===== src/rtl/claw_motion_sequencer.sv =====
// Two-axis claw stepper sequencer: accepts relative moves and homing commands, drives enable/direction per axis.
// Latency: command accepted on a clk edge enters MOVE/HOME the next cycle; completion signalled by a one-cycle done pulse.
// Backpressure: cmd_ready is high only in IDLE; commands presented while busy are not queued.
//
// Ports:
//   clk, rst            - system clock, synchronous active-high reset
//   step_tick           - one-cycle pulse per motor step period
//   cmd_valid/cmd_ready - command handshake; cmd_axis (0=X,1=Y), cmd_home, cmd_dir (1=away from home), cmd_steps
//   limit_x, limit_y    - home limit switches (active-high, synchronised)
//   abort               - immediate stop, also the only way out of FAULT
//   en_*/dir_*          - motor driver enable/direction
//   pos_x, pos_y        - absolute positions in steps
//   busy, done, sat, fault - status
module claw_motion_sequencer #(
    parameter int POS_W    = 12,
    parameter int X_MAX    = 2000,
    parameter int Y_MAX    = 1500,
    parameter int HOME_MAX = 4000
) (
    input  logic             clk,
    input  logic             rst,
    input  logic             step_tick,
    input  logic             cmd_valid,
    output logic             cmd_ready,
    input  logic             cmd_axis,
    input  logic             cmd_home,
    input  logic             cmd_dir,
    input  logic [POS_W-1:0] cmd_steps,
    input  logic             limit_x,
    input  logic             limit_y,
    input  logic             abort,
    output logic             en_x,
    output logic             dir_x,
    output logic             en_y,
    output logic             dir_y,
    output logic [POS_W-1:0] pos_x,
    output logic [POS_W-1:0] pos_y,
    output logic             busy,
    output logic             done,
    output logic             sat,
    output logic             fault
);

    localparam int HC_W = $clog2(HOME_MAX + 1);

    localparam logic [POS_W-1:0] X_MAX_P    = POS_W'(X_MAX);
    localparam logic [POS_W-1:0] Y_MAX_P    = POS_W'(Y_MAX);
    localparam logic [POS_W-1:0] ONE_P      = POS_W'(1);
    localparam logic [HC_W-1:0]  HOME_MAX_P = HC_W'(HOME_MAX);
    localparam logic [HC_W-1:0]  HC_ONE_P   = HC_W'(1);

    typedef enum logic [2:0] {
        S_IDLE  = 3'd0,
        S_MOVE  = 3'd1,
        S_HOME  = 3'd2,
        S_DONE  = 3'd3,
        S_FAULT = 3'd4
    } state_t;

    // State and latched command
    state_t           r_state;
    logic             r_axis;
    logic             r_dir;
    logic [POS_W-1:0] r_rem;
    logic [HC_W-1:0]  r_hcnt;
    logic [POS_W-1:0] r_pos_x;
    logic [POS_W-1:0] r_pos_y;
    logic             r_sat;
    // Last driven direction per axis, so dir holds outside MOVE/HOME
    logic             r_dir_x;
    logic             r_dir_y;

    // Next-state and datapath controls
    state_t           w_state_nxt;
    logic             w_accept;
    logic             w_pos_inc;
    logic             w_pos_dec;
    logic             w_pos_clr;
    logic             w_rem_dec;
    logic             w_hcnt_inc;
    logic             w_set_sat;

    // Selected-axis views
    logic [POS_W-1:0] w_pos_sel;
    logic [POS_W-1:0] w_max_sel;
    logic             w_lim_sel;
    logic [HC_W-1:0]  w_hcnt_plus;
    logic             w_active;
    logic             w_dir_x;
    logic             w_dir_y;

    assign w_pos_sel   = r_axis ? r_pos_y : r_pos_x;
    assign w_max_sel   = r_axis ? Y_MAX_P : X_MAX_P;
    assign w_lim_sel   = r_axis ? limit_y : limit_x;
    assign w_hcnt_plus = r_hcnt + HC_ONE_P;

    // Next-state / control decode. Priority inside MOVE and HOME is
    // abort > limit switch > end-of-count > step_tick, so a limit or
    // soft-limit condition always suppresses the position update.
    always_comb begin
        w_state_nxt = r_state;
        w_accept    = 1'b0;
        w_pos_inc   = 1'b0;
        w_pos_dec   = 1'b0;
        w_pos_clr   = 1'b0;
        w_rem_dec   = 1'b0;
        w_hcnt_inc  = 1'b0;
        w_set_sat   = 1'b0;

        case (r_state)
            S_IDLE: begin
                if (cmd_valid) begin
                    w_accept    = 1'b1;
                    w_state_nxt = cmd_home ? S_HOME : S_MOVE;
                end
            end

            S_MOVE: begin
                if (abort) begin
                    w_state_nxt = S_IDLE;
                end else if (!r_dir && w_lim_sel) begin
                    // Hit the home switch while moving toward it: position is known to be 0.
                    w_pos_clr   = 1'b1;
                    w_state_nxt = S_DONE;
                end else if (r_rem == '0) begin
                    // Zero-length command spends exactly one cycle here.
                    w_state_nxt = S_DONE;
                end else if (step_tick) begin
                    if (r_dir && (w_pos_sel >= w_max_sel)) begin
                        w_set_sat   = 1'b1;
                        w_state_nxt = S_DONE;
                    end else if (!r_dir && (w_pos_sel == '0)) begin
                        w_state_nxt = S_DONE;
                    end else begin
                        w_pos_inc = r_dir;
                        w_pos_dec = !r_dir;
                        w_rem_dec = 1'b1;
                        if (r_rem == ONE_P) begin
                            w_state_nxt = S_DONE;
                        end
                    end
                end
            end

            S_HOME: begin
                if (abort) begin
                    w_state_nxt = S_IDLE;
                end else if (w_lim_sel) begin
                    w_pos_clr   = 1'b1;
                    w_state_nxt = S_DONE;
                end else if (step_tick) begin
                    w_hcnt_inc = 1'b1;
                    if (w_hcnt_plus >= HOME_MAX_P) begin
                        w_state_nxt = S_FAULT;
                    end
                end
            end

            S_DONE: begin
                w_state_nxt = S_IDLE;
            end

            S_FAULT: begin
                if (abort) begin
                    w_state_nxt = S_IDLE;
                end
            end

            default: begin
                w_state_nxt = S_IDLE;
            end
        endcase
    end

    // Direction: latched dir while moving, 0 while homing, otherwise hold.
    always_comb begin
        w_dir_x = r_dir_x;
        w_dir_y = r_dir_y;
        if (r_state == S_MOVE) begin
            if (r_axis) w_dir_y = r_dir;
            else        w_dir_x = r_dir;
        end else if (r_state == S_HOME) begin
            if (r_axis) w_dir_y = 1'b0;
            else        w_dir_x = 1'b0;
        end
    end

    always_ff @(posedge clk) begin
        if (rst) begin
            r_state <= S_IDLE;
            r_axis  <= 1'b0;
            r_dir   <= 1'b0;
            r_rem   <= '0;
            r_hcnt  <= '0;
            r_pos_x <= '0;
            r_pos_y <= '0;
            r_sat   <= 1'b0;
            r_dir_x <= 1'b0;
            r_dir_y <= 1'b0;
        end else begin
            r_state <= w_state_nxt;
            r_dir_x <= w_dir_x;
            r_dir_y <= w_dir_y;

            if (w_accept) begin
                r_axis <= cmd_axis;
                r_dir  <= cmd_dir;
                r_rem  <= cmd_steps;
                r_hcnt <= '0;
                r_sat  <= 1'b0;
            end

            if (w_set_sat) begin
                r_sat <= 1'b1;
            end

            if (w_rem_dec) begin
                r_rem <= r_rem - ONE_P;
            end

            if (w_hcnt_inc) begin
                r_hcnt <= w_hcnt_plus;
            end

            if (w_pos_clr) begin
                if (r_axis) r_pos_y <= '0;
                else        r_pos_x <= '0;
            end else if (w_pos_inc) begin
                if (r_axis) r_pos_y <= r_pos_y + ONE_P;
                else        r_pos_x <= r_pos_x + ONE_P;
            end else if (w_pos_dec) begin
                if (r_axis) r_pos_y <= r_pos_y - ONE_P;
                else        r_pos_x <= r_pos_x - ONE_P;
            end
        end
    end

    assign w_active  = (r_state == S_MOVE) || (r_state == S_HOME);
    assign en_x      = w_active && !r_axis;
    assign en_y      = w_active && r_axis;
    assign dir_x     = w_dir_x;
    assign dir_y     = w_dir_y;
    assign pos_x     = r_pos_x;
    assign pos_y     = r_pos_y;
    assign cmd_ready = (r_state == S_IDLE);
    assign busy      = (r_state != S_IDLE);
    // An abort arriving during the DONE cycle cancels the completion pulse.
    assign done      = (r_state == S_DONE) && !abort;
    assign sat       = r_sat;
    assign fault     = (r_state == S_FAULT);

endmodule


===== config.mk =====
export PLATFORM = sky130hd
export DESIGN_NAME = claw_motion_sequencer
export DESIGN_NICKNAME = d
export VERILOG_FILES = /design/src/rtl/claw_motion_sequencer.sv
export SDC_FILE = /design/constraint.sdc
export NUM_CORES = 1
export LEC_CHECK = 0
export BUFFER_PORTS_ARGS = -buffer_cell sky130_fd_sc_hd__buf_2
export CAP_MARGIN = 0
export CORE_AREA = 8 8 110 112
export DETAILED_ROUTE_END_ITERATION = 12
export DIE_AREA = 0 0 118 120
export PLACE_DENSITY = 0.69
export SYNTH_ARGS = -nofsm -noshare
export SYNTH_HDL_FRONTEND = slang
export SYNTH_SLANG_ARGS = --single-unit

===== constraint.sdc =====
create_clock -name clk -period 8.15 [get_ports clk]
set_clock_uncertainty 0.1 [all_clocks]
set_input_delay 2.0375 -clock clk [delete_from_list [all_inputs] [get_ports clk]]
set_output_delay 2.0375 -clock clk [all_outputs]
set_load 0.02 [all_outputs]

# After elaboration in Yosys (flattened, before gate mapping)
# Index checks and enable logic that the tools add are counted.
[op_classes]
n_reduce_logical = 21
add_sub_neg = 6
order_cmp = 2
n_mux = 82
n_eq_ne = 17
[op_table]
columns = ["operator", "count"]
rows = [
  ["12-bit two-way mux", 17],
  ["1-bit two-way mux", 48],
  ["3-bit two-way mux", 13],
  ["12-bit by 1-bit adder with 12-bit output (second input constant)", 3],
  ["12-bit by 1-bit subtractor with 12-bit output (second input constant)", 3],
  ["12-bit logical NOT", 2],
  ["2-bit inequality test (second input constant)", 8],
  ["12-bit by 1-bit == test with 1-bit output (second input constant)", 1],
  ["12-bit by 11-bit greater-or-equal comparator with 1-bit output", 1],
  ["12-bit greater-or-equal comparator (second input constant)", 1],
  ["3-bit one-hot mux with 4 select lines", 1],
  ["10-bit two-way mux", 1],
  ["4-bit inequality test (second input constant)", 2],
  ["4-bit AND reduction", 2],
  ["7-bit inequality test (second input constant)", 1],
  ["3-bit by 2-bit == test with 1-bit output (second input constant)", 2],
  ["1-bit logical AND", 6],
  ["6-bit AND reduction", 1],
  ["2-bit nonzero test", 3],
  ["3-bit nonzero test", 2],
  ["5-bit inequality test (second input constant)", 1],
  ["3-bit by 1-bit == test with 1-bit output (second input constant)", 1],
  ["3-bit == test (second input constant)", 1],
  ["1-bit logical NOT", 3],
  ["4 further kinds", 4],
]
[totals]
inputBits = 22
reg_bits = 56

# Depth between registers and ports, before layout
# Gate-level depths: netlist (run 1).
[depth]
word_depth = 13
ltp_mapped = 14

# Worst setup path after synthesis (run 1)
# Ideal clock, no wire load.
[synth_path]
path_kind = "in2reg"
start = "in abort"
end = "reg r_pos_y[11] (netlist: pos_y[11])"
setup_ns = 0.074
cell_stages = 11
n_path_buf = 0
path_slack_ns = 3.262
t_required_ns = 7.976
arrival_ns = 4.713
path_cell_list = "nor3_2 -> and3_1 -> nand3_4 -> ha_1 -> o21ai_0 -> o21a_1 -> or3_1 -> and3_1 -> o21a_1 -> or4_1 -> a31oi_1"
[synth_between]
elab_chain_len = 4
word_cells_on_any_way = 14
classes_between = "eq/ne: 3; mux: 9; reduce/logical: 2"
[synth_lines]
columns = ["element", "line_no", "source"]
rows = [
  ["start: declaration", "31", "input logic abort,"],
  ["1-bit two-way mux (on tied branches)", "146, 119", ""],
  ["1-bit one-hot mux with 2 select lines / 1-bit two-way mux (equally long branches)", "110", "case (r_state)"],
  ["2-bit inequality test (no line), or another cell as far along", "--", ""],
  ["4-bit AND reduction (no line) / 12-bit two-way mux (equally long branches)", "--", ""],
  ["end signal: assignment", "229", "if (r_axis) r_pos_y <= r_pos_y + ONE_P;"],
  ["end signal: assignment", "232", "if (r_axis) r_pos_y <= r_pos_y - ONE_P;"],
  ["end: declaration", "67", "logic [POS_W-1:0] r_pos_y;"],
]
# Several ways; a longest one is shown, not always the timed one.
# A chain may end at the register's enable or synchronous reset.

# Worst setup path in the final report (run 1)
# Same ends and word-level chain as after synthesis.

==> impl_metrics.csv, run 1 <==
group,metric,value,unit
critical_path,cp.required,8.30,ns
grt,grt_pass1_wl,17900,um
final_layout,syn_to_final_growth,10.5,%
sta,drv_slew,0,
worst_hold_path,whs_path_depth,2,
route,viasPerCell,5.74,
yosys,yosysWarningCount,0,
power_and_ir_drop,power_frac_comb,44.2,%
clock_network,root_buffer,"clkbuf_8",
placed_design,dpl_cell_area,4360,um^2
critical_path,cp-end-kind,"flip-flop",
placed_design,dp_hpwl,7740,um
placed_design,dp.cells,693,
clock_network,htree_num_levels,2,
clock_network,cts_buffers,5,
final_layout,fin_util,42.5,%
route,ant_nets,0,
worst_hold_path,hold_path.class,"reg -> reg",
yosys,ys.flop_type,"dfxtp_1",
route,drc,0,
sta,rsz0062_at_grt,"false",
grt,grt_max_degree,59,
power_and_ir_drop,powerDensity,213,nW/um^2
floorplanning,row_count,38,
final_layout,drive_gt1_share,14.4,%
yosys,avgSynthCellArea,7.67,um^2
clock_network,cts.clk_slew.worst_paths,0.11,ns
final_layout,final_cells,701,
sta,finalCriticalPeriod,5.02,ns
grt,antenna_found_initial,0,
sta,setup_tns,0,ns
final_layout,nets,611,
floorplanning,die_h,120,um
power_and_ir_drop,p_sw_share,40.5,%
sta,setup_viol,0,
route,first_pass_iters,5,
clock_network,cts_tree,"yes",
power_and_ir_drop,p_leak,1.70,nW
clock_network,cts.sinks,56,
outcome,status,"completed",
clock_network,post_cts_buffers,0,
final_layout,final_area,4470,um^2
clock_network,holdBufCountCts,0,
power_and_ir_drop,pwr-share-seq,35.8,%
grt,first_global_vias,3876,
route,drt_wl_total,10600,um
clock_network,post_cts_resize_count,0,
route,vias,4026,
sta,fmax,199,MHz
placed_design,port_buffers,54,
critical_path,cp_max_fo,31,
final_layout,insertedDiodeCount,0,
yosys,synthDistinctLibCells,64,
placed_design,gp_congestion,0.880,
power_and_ir_drop,power.switching,0.000385,W
critical_path,crit_type,"in -> reg",
route,drtIter0Drc,298,
sta,finalCritPeriodShare,61.6,%
power_and_ir_drop,ir_drop,0.155,mV
sta,whs,0.364,ns
floorplanning,io_pins,55,
grt,grtUsageTotal,14.8,%
sta,finalHoldViolations,0,
yosys,netlist_area,4040,um^2
critical_path,r2r.worst_path.cells,12,
yosys,netlist_instances,527,
flow_run,maxCapViolations,0,
floorplanning,initial_core_util,38.4,%
floorplanning,core_area,10500,um^2
power_and_ir_drop,internal_power,0.000564,W
yosys,synthesis.nets,578,
yosys,yosysSeqAreaShare,27.7,%
route,routedWlPerCell,15.2,um
floorplanning,die_area,14200,um^2
grt,grt.overflow.total,0,
yosys,ys_seq_elements,56,
clock_network,cts_buffer_depth,2,
critical_path,start_kind,"input pin",
yosys,async_flop_share,0,%
critical_path,cp_data_arrival_time,5.17,ns
clock_network,insertion_delay,0.33,ns
sta,max-slew-margin-rel,23.8,%
power_and_ir_drop,clockPowerShare,20.0,%
yosys,synth_edf_count,0,
sta,worst_pin_slew,1.14,ns
floorplanning,fp.dieW,118,um
-- stage by stage --
stage | worst slack (ns) | total power [W]
detailed placement | 2.79 | 0.000762
CTS | 3.12 | 0.000952
floorplan | 3.26 | 0.000670
finish | 3.13 | 0.000949
global route | 2.93 | 0.00102
global placement | 2.89 | 0.000752
-- cells in the final DEF, fill, tap and decap left out, types with 7 or more instances in the layout --
cell type	count
a211oi_1	7
a21oi_1	58
a31oi_1	16
and3_1	7
buf_2	54
dfxtp_1	56
ha_1	27
inv_1	16
nand2_1	58
nand3_1	28
nand4_1	7
nor2_1	37
nor3_1	18
o21ai_0	22
or2_2	8
or3_1	16
or4_1	8
xnor2_1	13
-- flip-flops by register name, indices dropped and copies added (netlist names) --
name     cells
pos_x       12
pos_y       12
r_axis       1
r_dir        1
r_dir_x      1
r_dir_y      1
r_hcnt      12
r_rem       12
r_state      3
sat          1
-- synth_stat cells, drive strengths merged, types with 4 or more instances --
library cell / n / area [um^2]
a211oi: 7 / 52.6
a21oi: 58 / 290
a31o: 5 / 43.8
a31oi: 18 / 134
and3: 7 / 43.8
buf: 8 / 52.6
clkbuf: 20 / 75.1
dfxtp: 56 / 1120
ha: 27 / 338
inv: 17 / 66.3
nand2: 58 / 218
nand2b: 4 / 25.0
nand3: 29 / 158
nand3b: 6 / 45.0
nand4: 7 / 43.8
nor2: 37 / 139
nor2b: 5 / 31.3
nor3: 19 / 100
nor4: 5 / 37.5
o211ai: 5 / 37.5
o21a: 4 / 30.0
o21ai: 22 / 110
o311ai: 6 / 52.6
or2: 9 / 56.3
or3: 16 / 100
or4: 8 / 60.1
xnor2: 13 / 114
xor2: 6 / 52.6
-- worst max-delay path, cell delays in order --
cell	delay [ns]
buf_2	0.14
nor3_2	0.21
and3_1	0.29
nand3_4	0.35
ha_1	0.51
o21ai_0	0.12
o21a_1	0.20
or3_1	0.39
and3_1	0.17
o21a_1	0.19
or4_1	0.39
a31oi_1	0.16
-- cell type report --
type / instances / area [um^2]
multi-input combinational: 426 / 2730
clock buffer: 6 / 72.6
inverter: 17 / 66.3
timing repair buffer: 54 / 270
sequential: 56 / 1120
clock inverter: 2 / 35.0
tap: 140 / 175
fill: 1058 / 6040
-- routing by layer --
layer	share of wire [%]	wire [um]	up-vias	track usage [%]
met3	6.1	644	8	3.33
met1	44	4700	1885	17.4
met4	0.72	77	0	4.56
met5	0	0	-	0
met2	49	5200	118	26.4
li1	-	-	2015	-
-- final timing paths --
| kind | start | endpoint | slack, ns |
|---|---|---|---|
| setup / recovery | abort | pos_y[11] | 3.13 |
| hold / removal | sat | sat | 0.36 |
| setup reg to reg | r_axis | pos_y[11] | 3.88 |
| hold reg to reg | sat | sat | 0.36 |
-- power groups by stage --
stage	Sequential [W]	Clock (W)	Combinational [W]
after CTS	0.000339	0.000194	0.000420
final	0.000340	0.000190	0.000420
after floorplan	0.000341	0	0.000328
after global placement	0.000343	0	0.000409
after detailed placement	0.000345	0	0.000417
after global routing	0.000345	0.000202	0.000470
-- logic make-up (layout without fill, tap and decap cells) --
logic type	after synthesis	after routing	synth area share, %
and+or+nand+nor	223	223	28.8
AOI/OAI and AO/OA	150	150	23.9
DFF	56	56	27.7
buffers and inverters	45	79	4.80
adders and majority gates	29	29	9.35
xor gates and xnor gates	19	19	4.12
muxes	5	5	1.30
Note: power is estimated with default switching activity, not from simulation.
==> inputs of run 2 (changes only) <==
- ABC_AREA: unset -> 1
- CORE_AREA: 8 8 110 112 -> 8 8 113 115
- DIE_AREA: 0 0 118 120 -> 0 0 121 123
- PLACE_DENSITY: 0.69 -> 0.71
- clock period: 8.15 -> 4.5 ns (I/O delays scaled with it)
==> impl_metrics.csv, run 2 <==
group,metric,value,unit
yosys,synthDistinctLibCells,41,
worst_hold_path,hold_path.class,"reg -> reg",
route,drc,0,
yosys,synth_top_area_share,26.2,%
floorplanning,die_h,123,um
clock_network,root_buffer,"clkbuf_16",
yosys,yosysSeqAreaShare,26.2,%
final_layout,nets,770,
sta,whs,0.379,ns
route,first_pass_iters,4,
sta,worst_pin_slew,0.637,ns
placed_design,port_buffers,54,
critical_path,worst-path-buf-inv,3,
outcome,status,"completed",
placed_design,dp.cells,855,
power_and_ir_drop,ir_drop,0.343,mV
clock_network,cts_tree,"yes",
sta,drv_slew,0,
route,ant_nets,0,
yosys,synth_area_leader_cell,"dfxtp_1",
floorplanning,row_count,39,
final_layout,final_cell_mix,"198 x nand2_1, 69 x inv_1, 64 x a21oi_1",
sta,rsz0062_at_grt,"false",
critical_path,cp.required,4.63,ns
final_layout,fin_util,43.5,%
floorplanning,fp.dieW,121,um
critical_path,cp_top_family,"simple AND/OR/NAND/NOR gates",
yosys,yosysMostFrequentCell,"nand2_1",
sta,setup_viol,0,
sta,finalCriticalPeriod,3.50,ns
critical_path,cp_common_cell,"nand2_1",
critical_path,cp_max_fo,24,
route,viasPerCell,5.04,
grt,first_global_vias,4127,
floorplanning,initial_core_util,38.6,%
power_and_ir_drop,total_power,0.00248,W
sta,finalHoldViolations,0,
final_layout,drive_gt1_share,11.9,%
yosys,async_flop_share,0,%
clock_network,cts_buffer_depth,2,
clock_network,post_cts_resize_count,0,
critical_path,cp-end-kind,"flip-flop",
final_layout,multiInputGateArea,2770,um^2
yosys,synth_area_leaders,"dfxtp_1 26%, nand2_1 17%, ha_1 7.9%, a21oi_1 7.5%, nand3_1 7.0%",
yosys,netlist_area,4280,um^2
yosys,synthesis.nets,723,
yosys,netlist_instances,672,
route,drt_wl_total,11000,um
clock_network,cts.clk_slew.worst_paths,0.08,ns
yosys,netlist_top_cells_count,"198 x nand2_1, 69 x inv_1, 64 x a21oi_1",
clock_network,insertion_delay,0.30,ns
grt,antenna_found_initial,0,
critical_path,crit_type,"reg -> reg",
clock_network,cts_buffers,5,
critical_path,cp_data_arrival_time,3.64,ns
clock_network,post_cts_buffers,0,
floorplanning,die_area,14900,um^2
critical_path,slowest_delay,0.40,ns
grt,grt_pass1_wl,18900,um
final_layout,num-fill-cells,1165,
sta,max-slew-margin-rel,57.4,%
final_layout,insertedDiodeCount,0,
flow_run,maxCapViolations,0,
critical_path,slowest_stage,"nand2_2",
floorplanning,io_pins,55,
yosys,ys_seq_elements,56,
critical_path,crit_chain,"buf_4 -> inv_2 -> nand2_1 -> nand2_1 -> nand2_1 -> nor2_1 -> nand3_1 -> nand2_2 -> inv_2 -> nand2_2 -> ha_1 -> a21oi_1 -> nand2_1 -> nand4_1 -> nand3_1 -> nand3_1 -> nand2_1 -> nand2_1 -> nand2_1 -> nor2_1 -> nand2_1 -> a21oi_1",
route,drtIter0Drc,268,
final_layout,final_common_cell,"nand2_1",
floorplanning,core_area,11100,um^2
yosys,synth_edf_count,0,
route,vias,4351,
yosys,avgSynthCellArea,6.37,um^2
power_and_ir_drop,powerDensity,515,nW/um^2
placed_design,gp_congestion,0.920,
clock_network,holdBufCountCts,0,
grt,grt.overflow.total,0,
power_and_ir_drop,p_leak,2.34,nW
grt,grtUsageTotal,15.2,%
final_layout,syn_to_final_growth,12.7,%
sta,setup_tns,0,ns
yosys,ys.flop_type,"dfxtp_1",
yosys,yosysWarningCount,0,
final_layout,final_cells,863,
sta,fmax,285,MHz
clock_network,htree_num_levels,2,
clock_network,cts.sinks,56,
sta,finalCritPeriodShare,77.9,%
route,routedWlPerCell,12.8,um
placed_design,dp_hpwl,8320,um
grt,grt_max_degree,44,
critical_path,start_kind,"flip-flop",
final_layout,seq_area,1120,um^2
run 2: cell count changes after synthesis, sizes merged, moves of 11 or more:
cell	previous run	this run
clkbuf	20	9
nor2	37	57
a31oi	18	2
nand3	29	62
inv	17	72
nand2	58	205
or3	16	0
xor2	6	22
run 2: worst min-delay path, cell delays in order, from the launching register on:
cell and delay (ns):
dfxtp_1 0.32, nand2_1 0.06, a21oi_1 0.05
run 2: path summary, 6_finish.rpt:
path               from    endpoint  slack, ns  cells after the start
min reg2reg  r_hcnt[10]  r_hcnt[10]       0.38                      2
min          r_hcnt[10]  r_hcnt[10]       0.38                      2
max              r_axis    pos_x[9]        1.0                     22
max reg2reg      r_axis    pos_x[9]        1.0                     22
run 2: logic make-up after synthesis:
family,count (synthesis),share of synthesized area [%]
buffers and inverters,92,8.98
adder cells (fa/ha/maj),29,8.83
XOR/XNOR,28,5.73
flip-flops,56,26.2
AO/OA/AOI/OAI,105,13.0
AND/OR/NAND/NOR,362,37.3
run 2: cell type report:
class / count / share of cell area, %
Multi-Input combinational cell: 524 / 57.5
Sequential cell: 56 / 23.3
Timing Repair Buffer: 57 / 6.07
Inverter: 75 / 5.84
Tap cell: 143 / 3.71
Clock buffer: 5 / 2.60
Clock inverter: 3 / 0.987
run 2: power breakdown:
part	total [W]	switching [W]	internal (W)
clock	0.000468	0.000203	0.000266
sequential	0.000659	0.0000892	0.000570
combinational	0.00136	0.000867	0.000488
total	0.00248	0.00116	0.00132
run 2: metal layers:
metal / global-route usage, % / share of wire, % / vias to the layer above
met5: 0 / 0 / -
met4: 3.90 / 1.6 / 0
met3: 3.01 / 4.6 / 11
met2: 26.0 / 45 / 67
met1: 19.0 / 48 / 1986
li1: - / - / 2287
run 2: through the flow:
step / setup slack [ns] / area [um^2]
floorplan: 1.21 / 4280
global placement: 0.842 / 4650
detailed placement: 0.753 / 4650
CTS: 1.02 / 4820
global route: 0.609 / 4820
finish: 0.995 / 4820
==> inputs of run 3 (changes only) <==
- PLACE_DENSITY: 0.71 -> 0.69
- clock period: 4.5 -> 3.55 ns (I/O delays scaled with it)
==> impl_metrics.csv, run 3 (synthesis gave the netlist of run 2 again) <==
group,metric,value,unit
outcome,status,"completed",
critical_path,cp_common_cell,"nand2_1",
final_layout,nets,774,
critical_path,crit_type,"reg -> reg",
power_and_ir_drop,p_sw_share,46.5,%
clock_network,cts_tree,"yes",
floorplanning,die_area,14900,um^2
critical_path,slowest_stage,"dfxtp_1",
route,routedWlPerCell,12.7,um
route,drt_wl_total,11000,um
critical_path,crit_chain,"buf_4 -> nand2_1 -> nand2_1 -> nand2_1 -> nor2_1 -> nand3_1 -> nand2_2 -> inv_2 -> nand2_4 -> ha_1 -> a21oi_1 -> nand2_1 -> nand2_1 -> nand3_1 -> nand2_1 -> nand3_1 -> inv_1 -> nand3_1 -> nand2_1 -> nor2_1 -> nor2_1 -> nor2_1",
sta,setup_tns,0,ns
sta,worst_pin_slew,0.630,ns
critical_path,cp-end-kind,"flip-flop",
power_and_ir_drop,clockPowerShare,18.5,%
grt,grt.busiest_layer,"met2",
sta,finalHoldViolations,0,
floorplanning,die_h,123,um
clock_network,cts_buffer_depth,2,
sta,drv_slew,0,
clock_network,cts_buffers,5,
placed_design,dp.cells,859,
grt,antenna_found_initial,0,
critical_path,cp_max_fo,24,
critical_path,cp_data_arrival_time,3.16,ns
clock_network,root_buffer,"clkbuf_16",
final_layout,drive_gt1_share,12.4,%
worst_hold_path,hold_path.class,"reg -> reg",
clock_network,htree_num_levels,2,
placed_design,gp_congestion,0.903,
route,drc,0,
floorplanning,core_area,11100,um^2
sta,finalCriticalPeriod,3.09,ns
worst_hold_path,whs_path_depth,2,
route,ant_nets,0,
grt,grt_pass1_wl,18900,um
route,viasPerCell,4.95,
floorplanning,fp.dieW,121,um
clock_network,insertion_delay,0.30,ns
flow_run,maxCapViolations,0,
power_and_ir_drop,p_leak,2.36,nW
power_and_ir_drop,pwr-share-seq,26.5,%
route,first_pass_iters,5,
sta,rsz0062_at_grt,"false",
floorplanning,io_pins,55,
floorplanning,row_count,39,
critical_path,slowest_delay,0.52,ns
grt,grt_max_degree,44,
power_and_ir_drop,ir_drop,0.347,mV
critical_path,r2r.worst_path.cells,22,
grt,met2_usage,25.6,%
sta,fmax,324,MHz
grt,grt_use_met3,3.11,%
grt,grtUsageTotal,15.2,%
power_and_ir_drop,power_frac_comb,55.0,%
critical_path,cp.required,3.62,ns
final_layout,final_cell_mix,"198 x nand2_1, 69 x inv_1, 64 x a21oi_1",
clock_network,post_cts_buffers,0,
power_and_ir_drop,internal_power,0.00170,W
power_and_ir_drop,total_power,0.00317,W
clock_network,cts.sinks,56,
final_layout,final_cells,867,
clock_network,cts.clk_slew.worst_paths,0.08,ns
final_layout,syn_to_final_growth,13.5,%
floorplanning,initial_core_util,38.6,%
final_layout,final_common_cell,"nand2_1",
critical_path,start_kind,"flip-flop",
power_and_ir_drop,power.switching,0.00147,W
final_layout,num-fill-cells,1180,
sta,setup_viol,0,
sta,max-slew-margin-rel,57.9,%
route,drtIter0Drc,234,
route,vias,4293,
placed_design,port_buffers,54,
grt,grt.met1_usage,19.3,%
power_and_ir_drop,powerDensity,652,nW/um^2
sta,finalCritPeriodShare,86.9,%
grt,first_global_vias,4056,
grt,grt.overflow.total,0,
final_layout,insertedDiodeCount,0,
placed_design,dp_hpwl,8440,um
## run 3: cell types whose count changed in the layout (fill, tap and decap cells not counted)
| cell | delta |
|---|---|
| nand2_2 | -1 |
| buf_4 | +4 |
| inv_6 | +1 |
| clkinv_4 | -2 |
| inv_4 | +1 |
| nand2_4 | +1 |
| clkinvlp_4 | +1 |
| inv_2 | -1 |
## run 3: metal layers
| metal | part of all wire [%] | vias to the layer above |
|---|---|---|
| li1 | - | 2299 |
| met1 | 48 | 1911 |
| met2 | 46 | 72 |
| met3 | 4.9 | 11 |
| met4 | 1.3 | 0 |
| met5 | 0 | - |
## run 3: worst paths after layout
kind	start	to	slack, ns
setup reg to reg	r_axis	pos_y[11]	0.46
setup / recovery	r_axis	pos_y[11]	0.46
hold / removal	r_hcnt[10]	r_hcnt[10]	0.38
hold reg to reg	r_hcnt[10]	r_hcnt[10]	0.38
## run 3: through the flow
stage / util (%) / hold slack (ns) / instance area [um^2] / setup WS [ns]
global placement: 42.2 / 0.369 / 4680 / 0.145
floorplan: - / 0.354 / 4280 / 0.495
finish: 43.8 / 0.383 / 4860 / 0.464
global route: 43.8 / 0.405 / 4860 / 0.0639
CTS: 43.8 / 0.385 / 4850 / 0.271
detailed placement: 42.2 / 0.373 / 4680 / 0.0724
## run 3: layout make-up
class	instances	area (um^2)	share of cell area, %
Clock inverter	3	46.3	0.953
Sequential cell	56	1120	23.1
Clock buffer	5	125	2.58
Multi-Input combinational cell	524	2780	57.2
Tap cell	143	179	3.68
Inverter	75	284	5.85
Timing Repair Buffer	61	323	6.65
## run 3: critical path: cells and delay by family, from the launching register on
| kind | cells | cell delay [ns] |
|---|---|---|
| flops | 1 | 0.52 |
| compound gates | 1 | 0.14 |
| buf+inv | 3 | 0.34 |
| simple gates | 17 | 1.52 |
| fa+ha+maj | 1 | 0.34 |
## run 3: timing repair
item                                   4_1_cts  5_1_grt
gates resized for setup                      0        2
hold buffers                                 0        0
endpoints found under the hold margin        0        0
setup endpoints to repair                    0        8
## run 3: power groups by stage
stage	clock [W]	sequential, W	combinational [W]
floorplan	0	0.000867	0.00135
finish	0.000587	0.000839	0.00174
detailed placement	0	0.000851	0.00173
CTS	0.000600	0.000837	0.00174
global placement	0	0.000852	0.00172
global route	0.000620	0.000856	0.00200
